### src/rtl/aes_pkg.sv
// -----------------------------------------------------------------------------
// aes_pkg
// Shared definitions for the AES step sequencer front-end.
//   seq_state_t : sequencer state encoding (IDLE/LOAD/RUN/DONE)
//   xpose_idx   : maps row-major message byte k to its column-major
//                 state byte position for a block of nb columns
// -----------------------------------------------------------------------------
package aes_pkg;

    typedef enum logic [1:0] {
        IDLE = 2'd0,
        LOAD = 2'd1,
        RUN  = 2'd2,
        DONE = 2'd3
    } seq_state_t;

    // Message byte k sits in row (k mod 4), column (k / 4) of the state.
    function automatic int xpose_idx(input int k, input int nb);
        return (k % 32'sd4) * nb + (k / 32'sd4);
    endfunction

endpackage

### src/rtl/aes_tick_gen.sv
// -----------------------------------------------------------------------------
// aes_tick_gen
// Produces the internal step tick for the sequencer.
//   CLOCK_50 : system clock (rising edge)
//   reset    : synchronous, active-high
//   run_mode : 1 = free-running divider, 0 = one tick per step_btn press
//   step_btn : synchronised, debounced button level
//   tick     : one-cycle step pulse (not yet gated by sequencer state)
// -----------------------------------------------------------------------------
module aes_tick_gen #(
    parameter int DIV_COUNT = 8000000,
    parameter int CNT_W     = 23
) (
    input  logic CLOCK_50,
    input  logic reset,
    input  logic run_mode,
    input  logic step_btn,
    output logic tick
);

    localparam logic [CNT_W-1:0] DIV_LAST = CNT_W'(DIV_COUNT - 1);
    localparam logic [CNT_W-1:0] DIV_ONE  = CNT_W'(1);

    logic [CNT_W-1:0] div_r;
    logic             btn_q_r;
    logic             mode_q_r;

    // Divider, button history and previous-mode register.
    always_ff @(posedge CLOCK_50) begin
        if (reset) begin
            div_r    <= '0;
            btn_q_r  <= 1'b0;
            // Start aligned with the current mode so reset is not seen as a switch.
            mode_q_r <= run_mode;
        end else begin
            btn_q_r  <= step_btn;
            mode_q_r <= run_mode;
            // A mode change restarts the divider so the first free-run tick
            // lands a full DIV_COUNT cycles after the switch.
            if (!run_mode || (run_mode != mode_q_r)) begin
                div_r <= '0;
            end else if (div_r == DIV_LAST) begin
                div_r <= '0;
            end else begin
                div_r <= div_r + DIV_ONE;
            end
        end
    end

    // Tick source selection: divider terminal count or button rising edge.
    always_comb begin
        tick = 1'b0;
        if (run_mode) begin
            tick = (div_r == DIV_LAST);
        end else begin
            tick = step_btn & ~btn_q_r;
        end
    end

endmodule

### src/rtl/aes_step_sequencer.sv
// -----------------------------------------------------------------------------
// aes_step_sequencer
// Front-end between board I/O and the AES control unit: step tick
// generation, row/column transposition and start/done sequencing with a
// tick-based watchdog.
//   CLOCK_50, reset           : clock and synchronous active-high reset
//   run_mode, step_btn        : tick source selection / manual step
//   in_valid, in_ready        : message handshake (ready only in IDLE)
//   msg_in, decrypt           : row-major message and mode, latched on accept
//   core_tick, core_start     : step enable and start request to the core
//   core_decrypt, core_state_in : latched mode and column-major message
//   core_done, core_state_out : core completion and column-major result
//   out_valid, out_ready      : result handshake
//   msg_out, timeout          : row-major result / watchdog abort flag
//   busy                      : sequencer not in IDLE
// -----------------------------------------------------------------------------
module aes_step_sequencer
    import aes_pkg::*;
#(
    parameter int NB            = 4,
    parameter int DIV_COUNT     = 8000000,
    parameter int CNT_W         = 23,
    parameter int TIMEOUT_TICKS = 64
) (
    input  logic              CLOCK_50,
    input  logic              reset,
    input  logic              run_mode,
    input  logic              step_btn,
    input  logic              in_valid,
    output logic              in_ready,
    input  logic [0:32*NB-1]  msg_in,
    input  logic              decrypt,
    output logic              core_tick,
    output logic              core_start,
    output logic              core_decrypt,
    output logic [0:32*NB-1]  core_state_in,
    input  logic              core_done,
    input  logic [0:32*NB-1]  core_state_out,
    output logic              out_valid,
    input  logic              out_ready,
    output logic [0:32*NB-1]  msg_out,
    output logic              timeout,
    output logic              busy
);

    localparam int                WD_W    = $clog2(TIMEOUT_TICKS + 1);
    localparam logic [WD_W-1:0]   WD_LAST = WD_W'(TIMEOUT_TICKS - 1);
    localparam logic [WD_W-1:0]   WD_ONE  = WD_W'(1);

    seq_state_t        state_r;
    logic [WD_W-1:0]   watchdog_r;
    logic              tick_s;
    logic [0:32*NB-1]  state_in_s;
    logic [0:32*NB-1]  result_s;

    aes_tick_gen #(
        .DIV_COUNT (DIV_COUNT),
        .CNT_W     (CNT_W)
    ) u_tick_gen (
        .CLOCK_50 (CLOCK_50),
        .reset    (reset),
        .run_mode (run_mode),
        .step_btn (step_btn),
        .tick     (tick_s)
    );

    // The core only sees ticks while it is being loaded or is running.
    assign core_tick = tick_s & ((state_r == LOAD) | (state_r == RUN));

    // Row-major <-> column-major byte shuffles for message in and result out.
    always_comb begin
        state_in_s = '0;
        result_s   = '0;
        for (int k = 0; k < 4 * NB; k++) begin
            state_in_s[8 * xpose_idx(k, NB) +: 8] = msg_in[8 * k +: 8];
            result_s[8 * k +: 8] = core_state_out[8 * xpose_idx(k, NB) +: 8];
        end
    end

    // Sequencer FSM with registered handshake and data outputs.
    always_ff @(posedge CLOCK_50) begin
        if (reset) begin
            state_r       <= IDLE;
            watchdog_r    <= '0;
            in_ready      <= 1'b1;
            core_start    <= 1'b0;
            core_decrypt  <= 1'b0;
            core_state_in <= '0;
            out_valid     <= 1'b0;
            msg_out       <= '0;
            timeout       <= 1'b0;
            busy          <= 1'b0;
        end else begin
            case (state_r)
                IDLE: begin
                    if (in_valid) begin
                        core_state_in <= state_in_s;
                        core_decrypt  <= decrypt;
                        core_start    <= 1'b1;
                        in_ready      <= 1'b0;
                        busy          <= 1'b1;
                        state_r       <= LOAD;
                    end
                end
                LOAD: begin
                    if (core_tick) begin
                        core_start <= 1'b0;
                        watchdog_r <= '0;
                        state_r    <= RUN;
                    end
                end
                RUN: begin
                    // A completion beats a watchdog expiry in the same cycle.
                    if (core_done) begin
                        msg_out   <= result_s;
                        timeout   <= 1'b0;
                        out_valid <= 1'b1;
                        state_r   <= DONE;
                    end else if (core_tick) begin
                        if (watchdog_r == WD_LAST) begin
                            msg_out   <= '0;
                            timeout   <= 1'b1;
                            out_valid <= 1'b1;
                            state_r   <= DONE;
                        end else begin
                            watchdog_r <= watchdog_r + WD_ONE;
                        end
                    end
                end
                DONE: begin
                    if (out_ready) begin
                        out_valid <= 1'b0;
                        in_ready  <= 1'b1;
                        busy      <= 1'b0;
                        state_r   <= IDLE;
                    end
                end
                default: begin
                    state_r <= IDLE;
                end
            endcase
        end
    end

endmodule

### config.mk
export PLATFORM = sky130hd
export DESIGN_NAME = aes_step_sequencer
export DESIGN_NICKNAME = d
export VERILOG_FILES = /design/src/rtl/aes_pkg.sv /design/src/rtl/aes_tick_gen.sv /design/src/rtl/aes_step_sequencer.sv
export SDC_FILE = /design/constraint.sdc
export NUM_CORES = 1
export LEC_CHECK = 0
export CAP_MARGIN = 20
export CORE_AREA = 10 10 197 199
export DETAILED_ROUTE_END_ITERATION = 10
export DIE_AREA = 0 0 207 209
export GPL_ROUTABILITY_DRIVEN = 0
export PLACE_DENSITY = 0.68
export SYNTH_ARGS = -nofsm -noshare
export SYNTH_HDL_FRONTEND = slang
export SYNTH_SLANG_ARGS = --single-unit
### constraint.sdc
create_clock -name CLOCK_50 -period 3.23 [get_ports CLOCK_50]
set_input_delay 0.646 -clock CLOCK_50 [delete_from_list [all_inputs] [get_ports CLOCK_50]]
set_output_delay 0.646 -clock CLOCK_50 [all_outputs]
set_load 0.005 [all_outputs]
==> results of run 1 <==
-- stage by stage --
| stage | hold slack, ns | total power (uW) | instances | area (sq um) | util, % |
|---|---|---|---|---|---|
| 6_report | 0.450 | 11500 | 2073 | 17100 | 48.7 |
| 5_1_grt | 0.471 | 12100 | 2072 | 17100 | 48.7 |
| 2_1_floorplan | 0.438 | 5790 | 1081 | 10200 | - |
| 3_5_place_dp | 0.446 | 7750 | 2013 | 15900 | 45.5 |
| 3_3_place_gp | 0.441 | 7700 | 2013 | 15900 | 45.5 |
| 4_1_cts | 0.453 | 11700 | 2070 | 17100 | 48.7 |
-- where the power goes --
part	switching (uW)	internal [uW]	total (uW)
Combinational	1480	1680	3170
Clock	1510	2380	3880
Sequential	287	4200	4490
-- cells by family after synthesis --
| group | share of synthesized area, % |
|---|---|
| simple gates | 15.4 |
| compound gates | 19.9 |
| flops | 58.0 |
| buf+inv | 4.19 |
| xor+xnor | 1.80 |
| fa+ha+maj | 0.734 |
-- sequential cells by signal, indices dropped and copies added, names as in the netlist, 2 cells and up --
signal and cells:
core_state_in 128, u_tick_gen.div_r 23, msg_out 128, state_r 2
watchdog_r 7
-- cells in the mapped netlist (all sizes together) (4+ instances only) --
library cell	n	area (sq um)
buf	16	161
and3	8	50.1
xnor2	5	43.8
nand2	272	1020
nor3	5	25.0
nor2	34	128
clkbuf	63	236
nand3	17	85.1
or4	5	37.5
and2	4	25.0
nor2b	5	31.3
o21ai	12	60.1
xor2	16	140
ha	6	75.1
inv	7	26.3
dfxtp	296	5930
nand4	7	43.8
a21oi	135	676
a22o	129	1130
-- final timing paths --
check                           slack [ns]                 to
worst max register to register        0.39        msg_out[81]
worst max-delay path                  0.15          core_tick
worst min register to register        0.45  core_state_in[80]
worst min-delay path                  0.45  core_state_in[80]
-- routing by layer --
| metal | vias up | GRT usage, % |
|---|---|---|
| met2 | 407 | 32.2 |
| met1 | 4580 | 20.5 |
| met5 | - | 0 |
| met4 | 10 | 5.06 |
| li1 | 4755 | - |
| met3 | 57 | 9.20 |
-- worst max-delay path, stage by stage (launching register included) --
cell	delay [ns]
dfxtp_1	0.35
or4b_1	0.54
or4_4	0.43
o31a_1	0.28
inv_1	0.08
dlygate4sd2_1	0.24
-- area by class of cell --
class,instances,area [sq um]
flip-flops and latches,296,5930
clock buffers,51,1040
clock inverters,6,83.8
diodes,3,7.51
fillers,3296,18000
repair buffers,550,5500
inverters,8,30.0
multi-input cells,698,3900
well taps,461,577
==> flow_summary.toml, run 1 <==
[layout]
layout_commonest_cell = "clkdlybuf4s50_1"
final_cell_mix = "clkdlybuf4s50_1 (524), dfxtp_1 (296), nand2_1 (271), a21oi_1 (135), a22o_1 (128)"
final_layout_size_suffix_gt1_share_pct = 5.03
layout.nets = 1860
syn_to_final_growth_pct = 66.9

[global_routing]
gr-usage-all-layers_pct = 18.9
grt_max_degree = 72
grt_pass1_vias = 9871
antenna_found_initial = 7
gr-total-overflow = 0
grt_pass1_wl_mm = 64.1

[routing]
via_per_inst = 4.73
ant_nets = 0
top_layer_used = "met5"
first_pass_iters = 5
wl_met1_mm = 16.4
via_count = 9809
wl_met2_mm = 21.0
wl_mm = 43.1
routedWlPerCell_um = 20.8
drc_errors = 0
drt-initial-drc-count = 460
wl_met3_mm = 4.82

[worst_setup_path]
critPathRequiredTime_ns = 2.58
crit_fanout = 5
crit_arrival_ns = 2.43
start_kind = "flip-flop"
rr_worst_depth = 7
path_class = "flip-flop to output port"
crit_start = "u_tick_gen.div_r[9]"
end_kind = "output port"
r2r-start = "u_tick_gen.div_r[9]"

[clock_tree]
clkSinkCount = 296
cts-root-buf = "clkbuf_16"
post_cts_buffers = 0
ctsHoldBuffers = 0
cts_resized = 2
clock_latency_ns = 0.52
tritoncts = "done"
h-tree-depth = 2
numCtsBuffers = 36
path_clk_slew_ns = 0.06
clockBufferDepth = 3

[hold_path]
worst_hold_path_type = "flip-flop to flip-flop"
holdPathStages = 2
holdCritStartpoint = "core_state_in[80]"

[floorplanning]
floorplan.initialDensity_pct = 29.2
dieArea_sq_mm = 0.0433
rows = 69
io_pins = 527
die_w_um = 207
core_sq_mm = 0.0351
chipHeight_um = 209

[synthesis]
syn-cell-area_sq_mm = 0.0102
synth_edf_count = 0
syn_avg_cell_area_sq_um = 9.46
synth_cells = 1081
async_flop_share_pct = 0
ys_ff_latch = 296
yosysSeqAreaShare_pct = 58.0
ys_warn_count = 0
synthesis.nets = 1351
synth_flop_cell = "dfxtp_1"
synth_cell_types = 45

[power_and_ir_drop]
powerDensity_mw_per_mm2 = 676
ir_drop_v = 0.000474
power.leakage_uw = 0.00631

[sta]
min_period_ns = 3.08
hold_violations = 0
setup_ws_ns = 0.151
rsz0062_at_grt = "no"
clock.fmax_ghz = 0.325
fin_crit_sh_pct = 95.3
fin_tns_setup_ns = 0
max_slew_margin_pct = 32.5
worst_pin_slew_ns = 0.987
clock_skew_ns = 0.0137
setup_viol = 0
slew_viol_final = 0

[job]
drv_cap = 0

[status]
status = "finished clean"

[placement]
portBuffers = 526
dp_slack_ns = 0.348
hpwl_mm = 32.5
(Power assumes the default switching activity.)
==> run 2: changes to the inputs <==
==> constraint.sdc (replaced) <==
create_clock -name CLOCK_50 -period 3.23 [get_ports CLOCK_50]
set_input_delay 0.646 -clock CLOCK_50 [delete_from_list [all_inputs] [get_ports CLOCK_50]]
set_output_delay 0.646 -clock CLOCK_50 [all_outputs]
set_load 0.01 [all_outputs]
==> run 2 against run 1 <==
Via count increased by 0.12%. First-iteration DRC count decreased by 3.5%. Routed wire length decreased by 0.90%. Largest cell class unchanged. Die area unchanged. Combinational power increased by 6%. Critical endpoint unchanged. Critical path depth unchanged. Critical path type unchanged. Sequential power about the same. Non-clock buffer count decreased by 2. Clock skew decreased by 0.0059 ns. Largest power group unchanged. Core utilization about the same.
==> flow_summary.toml, run 2 (same netlist as run 1, synthesis figures left out) <==
[clock_tree]
h-tree-depth = 2
ctsHoldBuffers = 0
clkSinkCount = 296
tritoncts = "done"
clock_latency_ns = 0.52
numCtsBuffers = 35
cts-root-buf = "clkbuf_16"
path_clk_slew_ns = 0.06
clockBufferDepth = 3

[floorplanning]
dieArea_sq_mm = 0.0433
core_sq_mm = 0.0351
die_w_um = 207
chipHeight_um = 209
floorplan.initialDensity_pct = 29.2
io_pins = 527
rows = 69

[worst_setup_path]
cpMaxStageDelayCell = "or4b_1"
critPathCapture = "core_tick"
crit_buf_inv = 2
r2r_slack_ns = 0.34
start_kind = "flip-flop"
crit_fanout = 5
crit_family = "simple AND/OR/NAND/NOR gates"
worst-path-stages = 5
rr_worst_depth = 7
timing.critical_path.slowest_cell_delay_ns = 0.51
path_class = "flip-flop to output port"
end_kind = "output port"
crit_start = "u_tick_gen.div_r[9]"
crit_arrival_ns = 2.39
critPathRequiredTime_ns = 2.58
r2r-start = "u_tick_gen.div_r[9]"
cp_cell_sequence = "or4b_1 > or4_1 > o31a_1 > inv_1 > clkbuf_2"
r2r_end = "msg_out[116]"

[global_routing]
gr-usage-all-layers_pct = 18.9
gr-total-overflow = 0
grt_max_degree = 65
grt_pass1_wl_mm = 64.3
grt_pass1_vias = 10000
antenna_found_initial = 5

[routing]
routedWlPerCell_um = 20.6
wl_met1_mm = 16.3
top_layer_used = "met5"
via_per_inst = 4.74
first_pass_iters = 5
ant_nets = 0
wl_met3_mm = 4.80
drc_errors = 0
via_count = 9821
drt-initial-drc-count = 444
wl_mm = 42.7
wl_met2_mm = 20.1

[layout]
fin_cells = 2071
fin_area_sq_mm = 0.0171
syn_to_final_growth_pct = 66.9
top_regs = "core_state_in: 128 flops, msg_out: 128 flops, u_tick_gen.div_r: 23 flops"
layout.nets = 1857
final_cell_mix = "clkdlybuf4s50_1 (524), dfxtp_1 (295), nand2_1 (271), a21oi_1 (135), a22o_1 (128)"
fill_cells = 3249
layout_commonest_cell = "clkdlybuf4s50_1"
final_layout_size_suffix_gt1_share_pct = 5.28
diodes = 0

[power_and_ir_drop]
power.leakage_uw = 0.00630
ir_drop_v = 0.000479
p_seq_share_pct = 38.2
powerDensity_mw_per_mm2 = 688
combinationalPowerShare_pct = 28.6
p_sw_uw = 3500
swShare_pct = 29.8
p_int_uw = 8240
clockPowerShare_pct = 33.2

[placement]
dp_slack_ns = 0.314
portBuffers = 526
place_inst = 2011
place_area_sq_mm = 0.0159
hpwl_mm = 32.3

[sta]
worst_pin_slew_ns = 0.907
setup_ws_ns = 0.191
setup_viol = 0
min_period_ns = 3.04
hold_violations = 0
clock.fmax_ghz = 0.329
fin_tns_setup_ns = 0
clock_skew_ns = 0.00784
rsz0062_at_grt = "no"
fin_crit_sh_pct = 94.1
slew_viol_final = 0
max_slew_margin_pct = 38.0

[status]
status = "finished clean"

[job]
drv_cap = 0

[hold_path]
worst_hold_path_type = "flip-flop to flip-flop"
run 2: how the worst min path moves through the flow:
stage	slack, ns	end	cells past startpoint	start
2_1_floorplan	0.44	u_tick_gen.div_r[0]	1	u_tick_gen.div_r[0]
3_3_place_gp	0.44	core_state_in[3]	2	core_state_in[3]
3_5_place_dp	0.45	core_state_in[64]	2	core_state_in[64]
4_1_cts	0.45	core_state_in[64]	2	core_state_in[64]
5_1_grt	0.47	u_tick_gen.div_r[0]	1	u_tick_gen.div_r[0]
6_report	0.45	u_tick_gen.div_r[0]	1	u_tick_gen.div_r[0]
run 2: per-layer routing:
metal	global-route usage, %	up-vias
li1	-	4757
met1	20.8	4516
met2	31.0	463
met3	8.99	75
met4	7.68	10
met5	0	-
run 2: final cells by class:
| cell class | count | area (sq um) | area share, % |
|---|---|---|---|
| clock buffer | 49 | 1020 | 5.98 |
| multi-input combinational | 698 | 3900 | 22.8 |
| tap | 461 | 577 | 3.38 |
| clock inverter | 11 | 111 | 0.653 |
| sequential | 296 | 5930 | 34.7 |
| inverter | 8 | 30.0 | 0.176 |
| timing repair buffer | 548 | 5500 | 32.2 |
run 2: metrics by stage:
stage	hold WS (ns)	util (%)	total power, uW
after floorplan	0.438	-	5980
after CTS	0.454	48.7	11900
after global routing	0.469	48.7	12400
after global placement	0.441	45.4	7900
final	0.445	48.7	11700
after detailed placement	0.446	45.4	7950
run 2: power by group through the flow:
stage	sequential, uW	combinational (uW)	clock [uW]
floorplan	4780	1210	0
global placement	4540	3370	0
detailed placement	4550	3400	0
CTS	4490	3420	4020
global route	4550	3650	4160
finish	4480	3360	3900
run 2: what timing repair did:
action,CTS,global route
endpoints found under the setup margin,1,1
setup buffers,0,0
resized for setup,1,4
endpoints found under the hold margin,0,0
pin swaps,0,0
==> run 3: changes to the inputs <==
==> constraint.sdc (replaced) <==
create_clock -name CLOCK_50 -period 3.06 [get_ports CLOCK_50]
set_input_delay 0.612 -clock CLOCK_50 [delete_from_list [all_inputs] [get_ports CLOCK_50]]
set_output_delay 0.612 -clock CLOCK_50 [all_outputs]
set_load 0.01 [all_outputs]
==> run 3 against run 2 <==
Critical path depth unchanged. Critical path type unchanged. Largest power group unchanged. Worst hold slack gained 0.0055 ns. Combinational power is 7.4% higher. Clock-buffer cell count up 2. Highest routed layer unchanged. Flip-flop and latch count stayed put. Global-route usage decreased by 0.13 points.
==> flow_summary.toml, run 3 (same netlist as run 1, synthesis figures left out) <==
[clock_tree]
clkSinkCount = 296
h-tree-depth = 2
clockBufferDepth = 3
clock_latency_ns = 0.51
path_clk_slew_ns = 0.06
cts-root-buf = "clkbuf_16"
numCtsBuffers = 36
ctsHoldBuffers = 0
tritoncts = "done"

[job]
drv_cap = 0

[routing]
via_per_inst = 4.79
drt-initial-drc-count = 561
ant_nets = 0
routedWlPerCell_um = 20.7
wl_mm = 43.0
via_count = 9944
first_pass_iters = 5
drc_errors = 0

[power_and_ir_drop]
power.leakage_uw = 0.00635
p_seq_share_pct = 38.1
p_int_uw = 8750
p_sw_uw = 3660
powerDensity_mw_per_mm2 = 723
clockPowerShare_pct = 32.8
swShare_pct = 29.5
total_power_uw = 12400
combinationalPowerShare_pct = 29.1
ir_drop_v = 0.000455

[layout]
layout_commonest_cell = "clkdlybuf4s50_1"
diodes = 0
finish.utilization_pct = 49.0
top_regs = "core_state_in: 128 flops, msg_out: 128 flops, u_tick_gen.div_r: 23 flops"
syn_to_final_growth_pct = 67.9
fin_area_sq_mm = 0.0172
final_cell_mix = "clkdlybuf4s50_1 (524), dfxtp_1 (294), nand2_1 (271), a21oi_1 (135), a22o_1 (128)"
layout.nets = 1863
final_layout_size_suffix_gt1_share_pct = 5.77

[placement]
portBuffers = 526
hpwl_mm = 32.9
place_area_sq_mm = 0.0160

[worst_setup_path]
crit_fanout = 5
r2r_slack_ns = 0.15
r2r_end = "msg_out[90]"
cpMaxStageDelayCell = "or4b_4"
cp_cell_sequence = "or4b_4 > or4_4 > o31a_1 > inv_1 > buf_6"
rr_worst_depth = 8
end_kind = "output port"
path_class = "flip-flop to output port"
critPathRequiredTime_ns = 2.45
timing.critical_path.slowest_cell_delay_ns = 0.54
crit_family = "simple AND/OR/NAND/NOR gates"
crit_arrival_ns = 2.37
crit_buf_inv = 2
r2r-start = "u_tick_gen.div_r[9]"
start_kind = "flip-flop"

[global_routing]
grt_pass1_vias = 9891
antenna_found_initial = 6
grt_pass1_wl_mm = 64.1
gr-usage-all-layers_pct = 18.8
grt_max_degree = 124
gr-total-overflow = 0

[hold_path]
worst_hold_path_type = "flip-flop to flip-flop"
hold_end = "core_state_in[117]"
holdCritStartpoint = "core_state_in[117]"
holdPathStages = 2

[sta]
max_slew_margin_pct = 39.2
clock_skew_ns = 0.0211
fin_crit_sh_pct = 97.4
min_period_ns = 2.98
worst_pin_slew_ns = 0.903
setup_viol = 0
hold_violations = 0
clock.fmax_ghz = 0.336
timing.hold.ws_ns = 0.451
slew_viol_final = 0

[floorplanning]
dieArea_sq_mm = 0.0433
rows = 69
floorplan.initialDensity_pct = 29.2
die_w_um = 207
io_pins = 527
core_sq_mm = 0.0351
chipHeight_um = 209

[status]
status = "finished clean"
## run 3: cell types whose count changed in the layout (fill, tap and decap cells not counted), moves of 2 or more
cell	delta
clkinv_2	-4
clkbuf_1	-2
clkbuf_8	+4
buf_12	+4
## run 3: cell type report
| class | instances | area, sq um |
|---|---|---|
| Clock buffer | 51 | 1070 |
| Clock inverter | 7 | 70.1 |
| Fill cell | 3238 | 17900 |
| Inverter | 8 | 30.0 |
| Multi-Input combinational cell | 698 | 3910 |
| Sequential cell | 296 | 5930 |
| Tap cell | 461 | 577 |
| Timing Repair Buffer | 553 | 5590 |
## run 3: worst min-delay path, delay by kind of cell (launching register included)
family          cells  cell delay (ns)
compound gates      1             0.05
flops               1             0.30
simple gates        1             0.05
## run 3: worst max path at each step
stage / start / end / slack [ns] / cells past startpoint
after floorplan: u_tick_gen.div_r[9] / msg_out[10] / 0.60 / 7
after global placement: u_tick_gen.div_r[9] / core_tick / 0.15 / 5
after CTS: u_tick_gen.div_r[9] / core_tick / 0.003 / 5
after global routing: u_tick_gen.div_r[9] / core_tick / -0.003 / 5
final: u_tick_gen.div_r[9] / core_tick / 0.08 / 5
after detailed placement: u_tick_gen.div_r[9] / core_tick / 0.16 / 5
## run 3: per-stage QoR
stage / std cells / setup TNS [ns] / setup slack, ns
after global placement: 2015 / 0 / 0.149
after global routing: 2074 / -0.00283 / -0.00283
after CTS: 2073 / 0 / 0.00320
after floorplan: 1081 / 0 / 0.597
after detailed placement: 2015 / 0 / 0.164
final: 2074 / 0 / 0.0799
## run 3: routing by layer
| metal | up-vias | track usage (%) | routed length (um) | share of wire [%] |
|---|---|---|---|---|
| li1 | 4768 | - | - | - |
| met5 | - | 0 | 78 | 0.18 |
| met3 | 66 | 8.98 | 4840 | 11 |
| met2 | 463 | 31.2 | 20500 | 48 |
| met1 | 4635 | 21.0 | 16500 | 38 |
| met4 | 12 | 5.84 | 1100 | 2.6 |
## run 3: what timing repair did
| item | 4_1_cts | 5_1_grt |
|---|---|---|
| hold endpoints to repair | 0 | 0 |
| endpoints found under the setup margin | 1 | 1 |
| pin swaps | 1 | 1 |
| gates resized for setup | 7 | 3 |
| buffers inserted | 0 | 1 |
## run 3: power groups by stage
stage | Clock, uW | Sequential [uW] | Combinational, uW
6_report | 4070 | 4730 | 3610
5_1_grt | 4370 | 4800 | 3910
3_5_place_dp | 0 | 4800 | 3640
2_1_floorplan | 0 | 5040 | 1270
4_1_cts | 4200 | 4730 | 3670
3_3_place_gp | 0 | 4780 | 3610
